**src/rtl/muldiv_unit.sv**
```systemverilog
// Multicycle MULT/MULTU/DIV/DIVU unit with HI/LO registers and MTHI/MTLO writes.
// MULDIV_DIV_EN enables the divider; without it DIV/DIVU starts pulse illegal_o.
package types;
  parameter int WIDTH = 32;
endpackage

module muldiv_unit #(
  parameter int WIDTH = types::WIDTH
) (
  input  logic             clk,
  input  logic             rst,
  input  logic             start_i,
  input  logic [1:0]       op_i,
  input  logic [WIDTH-1:0] a_i,
  input  logic [WIDTH-1:0] b_i,
  input  logic             hi_we_i,
  input  logic             lo_we_i,
  input  logic [WIDTH-1:0] wdata_i,
  output logic             busy_o,
  output logic             done_o,
  output logic             illegal_o,
  output logic [WIDTH-1:0] hi_o,
  output logic [WIDTH-1:0] lo_o
);

  localparam int CW = $clog2(WIDTH);

  typedef enum logic [1:0] {IDLE, CALC, FIX} state_t;

  state_t state, state_nx;

  logic [CW-1:0]      cnt;
  logic [WIDTH-1:0]   opb;
  logic [2*WIDTH-1:0] acc, acc_nx, mul_nx, prod;
  logic [WIDTH:0]     sum;
  logic [WIDTH-1:0]   res_hi, res_lo;
  logic [WIDTH-1:0]   a_mag, b_mag;
  logic               neg_q, sgn, accept, div_rej;

`ifdef MULDIV_DIV_EN
  logic               is_div, neg_r, bz;
  logic [WIDTH:0]     shl;
  logic [WIDTH-1:0]   diff, q, r;
  logic               ge;
  logic [2*WIDTH-1:0] div_nx;
  assign div_rej = 1'b0;
`else
  assign div_rej = op_i[1];
`endif

  assign sgn    = ~op_i[0];
  assign a_mag  = (sgn && a_i[WIDTH-1]) ? (~a_i + 1'b1) : a_i;
  assign b_mag  = (sgn && b_i[WIDTH-1]) ? (~b_i + 1'b1) : b_i;
  assign accept = (state == IDLE) && start_i && !div_rej;

  always_comb begin
    state_nx = state;
    unique case (state)
      IDLE:    if (accept) state_nx = CALC;
      CALC:    if (cnt == CW'(WIDTH-1)) state_nx = FIX;
      FIX:     state_nx = IDLE;
      default: state_nx = IDLE;
    endcase
  end

  // acc holds {partial/remainder, multiplier/quotient}
  always_comb begin
    sum    = {1'b0, acc[2*WIDTH-1:WIDTH]} + {1'b0, opb};
    mul_nx = acc[0] ? {sum, acc[WIDTH-1:1]}
                    : {1'b0, acc[2*WIDTH-1:1]};
    prod   = neg_q ? (~acc + 1'b1) : acc;
    acc_nx = mul_nx;
    res_hi = prod[2*WIDTH-1:WIDTH];
    res_lo = prod[WIDTH-1:0];
`ifdef MULDIV_DIV_EN
    shl    = {acc[2*WIDTH-1:WIDTH], acc[WIDTH-1]};
    ge     = shl >= {1'b0, opb};
    diff   = shl[WIDTH-1:0] - opb;
    div_nx = ge ? {diff, acc[WIDTH-2:0], 1'b1}
                : {shl[WIDTH-1:0], acc[WIDTH-2:0], 1'b0};
    q      = acc[WIDTH-1:0];
    r      = acc[2*WIDTH-1:WIDTH];
    if (is_div) begin
      acc_nx = div_nx;
      res_hi = neg_r ? (~r + 1'b1) : r;
      res_lo = bz ? '1 : (neg_q ? (~q + 1'b1) : q);
    end
`endif
  end

  always_ff @(posedge clk) begin
    if (rst) state <= IDLE;
    else     state <= state_nx;
  end

  always_ff @(posedge clk) begin
    if (rst) begin
      busy_o    <= 1'b0;
      done_o    <= 1'b0;
      illegal_o <= 1'b0;
      hi_o      <= '0;
      lo_o      <= '0;
    end else begin
      busy_o    <= state_nx != IDLE;
      done_o    <= state == FIX;
      illegal_o <= ((state != IDLE) && (hi_we_i || lo_we_i))
                || ((state == IDLE) && start_i && div_rej);
      if (state == IDLE) begin
        if (hi_we_i) hi_o <= wdata_i;
        if (lo_we_i) lo_o <= wdata_i;
      end
      if (state == FIX) begin
        hi_o <= res_hi;
        lo_o <= res_lo;
      end
    end
  end

  always_ff @(posedge clk) begin
    if (accept) begin
      cnt   <= '0;
      acc   <= {{WIDTH{1'b0}}, a_mag};
      opb   <= b_mag;
      neg_q <= sgn && (a_i[WIDTH-1] ^ b_i[WIDTH-1]);
`ifdef MULDIV_DIV_EN
      is_div <= op_i[1];
      neg_r  <= sgn && a_i[WIDTH-1];
      bz     <= b_i == '0;
`endif
    end else if (state == CALC) begin
      cnt <= cnt + 1'b1;
      acc <= acc_nx;
    end
  end

endmodule

```
**config.mk**
```make
export PLATFORM = sky130hd
export DESIGN_NAME = muldiv_unit
export DESIGN_NICKNAME = d
export VERILOG_FILES = /design/src/rtl/muldiv_unit.sv
export SDC_FILE = /design/constraint.sdc
export NUM_CORES = 1
export LEC_CHECK = 0
export ABC_AREA = 1
export CORE_UTILIZATION = 51
export DETAILED_ROUTE_END_ITERATION = 8
export PLACE_DENSITY = 0.78
export SLEW_MARGIN = 20
export SYNTH_ARGS = -nofsm -noshare
export SYNTH_HDL_FRONTEND = slang
export SYNTH_SLANG_ARGS = --single-unit
```
**constraint.sdc**
```tcl
create_clock -name clk -period 2.2 [get_ports clk]
set_input_delay 0.44 -clock clk [delete_from_list [all_inputs] [get_ports clk]]
set_output_delay 0.44 -clock clk [all_outputs]
set_load 0.02 [all_outputs]
```
==> results.sh <==
export IMPL_design_area_um2=16400
export IMPL_avgSynthCellArea_um2=6.49
export IMPL_io_buffer_count=169
export IMPL_worst_pin_slew_ns=0.519
export IMPL_drc=0
export IMPL_syn_nets=2142
export IMPL_yosysUniqueCellTypes=53
export IMPL_ant_nets=0
export IMPL_clkPwrFrac=0.266
export IMPL_yosysTopAreaCell="dfxtp_1"
export IMPL_ir_worst_vdd_mv=0.512
export IMPL_hold_viol=0
export IMPL_insertion_delay_ns=0.45
export IMPL_dieArea_um2=26100
export IMPL_crit_chain="ha_1 -> nand2_1 -> inv_1 -> a21oi_2 -> inv_1 -> a21oi_1 -> nand2_2 -> nand2_1 -> nand2_1 -> nand2_1 -> nand3_1 -> nand2_1 -> nand2_1"
export IMPL_status="complete, no violations"
export IMPL_cp_startpoint="opb[13]"
export IMPL_antenna_found_initial=0
export IMPL_gr_usage_all_layers=0.351
export IMPL_finalCritPeriodShare=0.991
export IMPL_die_w_um=162
export IMPL_finalWirelength_um=46000
export IMPL_grt_util_met2=0.517
export IMPL_postSynth_asyncResetShare=0
export IMPL_ys_warn_count=0
export IMPL_pre_cts_slack_ns=-0.177
export IMPL_crit_required_ns=2.53
export IMPL_reg2reg_to="acc[54]"
export IMPL_drive_above_1_share=0.115
export IMPL_crit_arrival_ns=2.51
export IMPL_ff2ff_setup_slack_ns=0.02
export IMPL_cp_endpoint="acc[54]"
export IMPL_synth_top_area_frac=0.163
export IMPL_p_int_mw=6.90
export IMPL_crit_fanout=5
export IMPL_cts_tree="done"
export IMPL_switchingPower_mw=4.85
export IMPL_synth_cells=2001
export IMPL_grt_ovfl_total=0
export IMPL_ys_seq_elements=171
export IMPL_r2r_worst_path_cells=13
export IMPL_ys_seq_area_frac=0.314
export IMPL_fin_crit_ns=2.18
export IMPL_drt_initial_drc_count=1841
export IMPL_cap_violations=0
export IMPL_drt_wirelength_per_cell_um=17.8
export IMPL_top_usage_layer="met2"
export IMPL_fillCellCount=2314
export IMPL_start_kind="flop"
export IMPL_synthesis_area_um2=13000
export IMPL_fin_nets=2378
export IMPL_use_met3=0.0742
export IMPL_cp_end_kind="flop"
export IMPL_synth_area_leaders="dfxtp_1, edfxtp_1, nand2_1"
export IMPL_grt_max_degree=70
export IMPL_place_congestion=1.01
export IMPL_grt_pass1_vias=13255
export IMPL_crit_family="simple AND/OR/NAND/NOR gates"
export IMPL_power_frac_comb=0.385
export IMPL_io_pins=170
export IMPL_slowest_stage="edfxtp_1"
export IMPL_start_util=0.517
export IMPL_clock_skew_ns=0.0147
export IMPL_hp_class="flop to flop"
export IMPL_met1_usage=0.504
export IMPL_vias=14695
export IMPL_post_dp_cell_area_um2=15700
export IMPL_fmaxAchievable_mhz=459
export IMPL_synth_edf_count=65
export IMPL_dieHeight_um=162
export IMPL_cp_depth=13
export IMPL_r2r_start="opb[13]"
export IMPL_switching_share=0.413
export IMPL_via_per_inst=5.70
export IMPL_cpMostUsedCell="nand2_1"
export IMPL_core_area_um2=25100
export IMPL_worst_setup_path_type="flop to flop"
export IMPL_seq_power_share=0.349
export IMPL_max_slew_margin=0.651
export IMPL_power_density_nw_per_um2=717
export IMPL_cts_sinks=171
export IMPL_finalMaxSlewViolations=0
export IMPL_critPathBufInv=2
export IMPL_slowest_delay_ns=0.42
export IMPL_cts_buffer_depth=2
export IMPL_first_pass_iters=7
export IMPL_path_clk_slew_ns=0.07
export IMPL_ctsHoldBuffers=0
export IMPL_numCtsBuffers=17
export IMPL_worst_slack_ns=0.0202
export IMPL_clockRootBuffer="clkbuf_16"
export IMPL_ys_flop_type="dfxtp_1"
export IMPL_place_hpwl_um=36300
export IMPL_areaGrowthSynthToFinish_pct=26.1
export IMPL_total_power_mw=11.7
export IMPL_grt_pass1_wl_um=70800
export IMPL_p_leak_nw=7.26
export IMPL_setup_violations=0
export IMPL_rows=58
export IMPL_htree_levels=4
export IMPL_diodes=0
metal layers:
layer / share of wire / wire length, µm
met1: 0.44 / 20200
met2: 0.42 / 19200
met3: 0.11 / 5040
met4: 0.032 / 1460
met5: 0 / 0
repair_timing:
item,in CTS,in global routing
setup endpoints to repair,9,25
gates resized for setup,4,21
buffers inserted,0,0
pin swaps,0,1
how the worst min path moves through the flow:
stage,startpoint,to,slack [ns],cells after the start
final,cnt[3],cnt[3],0.50,2
after global placement,cnt[4],cnt[4],0.44,2
after global routing,cnt[4],cnt[4],0.51,2
after detailed placement,cnt[1],cnt[1],0.48,2
after CTS,cnt[3],cnt[3],0.50,2
after floorplan,cnt[4],cnt[4],0.43,2
metrics by stage:
stage,instances,TNS [ns],hold WS (ns),utilization
after detailed placement,2548,-3.07,0.482,0.625
after global routing,2580,-0.0311,0.511,0.652
after global placement,2548,-1.21,0.441,0.625
after CTS,2580,0,0.502,0.649
final,2580,0,0.499,0.652
after floorplan,2001,0,0.428,-
registers in the layout, indices dropped and copies added (netlist names):
register	flops
busy_o	1
acc	64
cnt	5
done_o	1
illegal_o	1
hi_o	32
lo_o	32
state	2
opb	32
neg_q	1
cell usage in the layout (no fill, tap or decap), types with 4 or more instances in the layout:
master / n
nand3b_1: 4
nor4_1: 7
nor2_4: 6
ha_1: 35
clkdlybuf4s50_1: 169
or2_2: 6
o211ai_1: 6
buf_12: 6
o21ai_2: 5
nand2_2: 20
o21ai_0: 156
nand3_1: 186
a21oi_2: 9
clkbuf_16: 17
nand2_1: 498
edfxtp_1: 65
inv_8: 5
nor3_1: 25
nor2_1: 211
a21oi_1: 175
a31oi_1: 8
nand3_2: 12
inv_1: 223
o21ai_1: 13
inv_2: 10
xnor2_1: 10
or2_1: 4
buf_4: 109
nand4_1: 24
nand2_4: 5
o21bai_1: 7
nor2_2: 22
dfxtp_1: 105
xor2_1: 48
layout make-up:
type	instances	area, µm²	share of cell area
Clock inverter	15	171	0.0105
Clock buffer	17	425	0.0260
Sequential cell	171	4080	0.249
Tap cell	330	413	0.0252
Inverter	233	875	0.0534
Multi-Input combinational cell	1530	7780	0.475
Timing Repair Buffer	284	2630	0.161
Yosys cell counts, types with 8 or more instances:
| cell | instances |
|---|---|
| dfxtp_1 | 106 |
| a31oi_1 | 8 |
| inv_1 | 223 |
| clkbuf_1 | 32 |
| buf_2 | 21 |
| xnor2_1 | 10 |
| nand3_1 | 188 |
| nand2_1 | 509 |
| nor2_1 | 213 |
| nand4_1 | 24 |
| edfxtp_1 | 65 |
| ha_1 | 37 |
| nor2_2 | 20 |
| xor2_1 | 48 |
| nand2_2 | 9 |
| nand3_2 | 10 |
| o21ai_1 | 12 |
| o21ai_0 | 159 |
| nor3_1 | 25 |
| inv_2 | 10 |
| a21oi_1 | 180 |
tightest hold or removal path, cell delays in order (launching register included):
cell and delay (ns):
dfxtp_1 0.31, nor2_1 0.09, nor3_1 0.05
power by group through the flow:
stage | combinational (mW) | sequential (mW) | clock [mW]
6_report | 4.52 | 4.10 | 3.13
5_1_grt | 4.99 | 4.12 | 3.22
4_1_cts | 4.37 | 4.07 | 3.10
3_5_place_dp | 4.32 | 4.14 | 0
3_3_place_gp | 4.25 | 4.13 | 0
2_1_floorplan | 2.60 | 4.14 | 0
kinds of logic (layout without fill, tap and decap cells):
kind of cell,after synthesis,after routing,synth area share
compound gates,389,389,0.159
buf+inv,300,549,0.0935
fa+ha+maj,38,38,0.0372
simple gates,1045,1045,0.357
flops,171,171,0.314
xor+xnor,58,58,0.0391
Power figures use the tool's default switching activity.
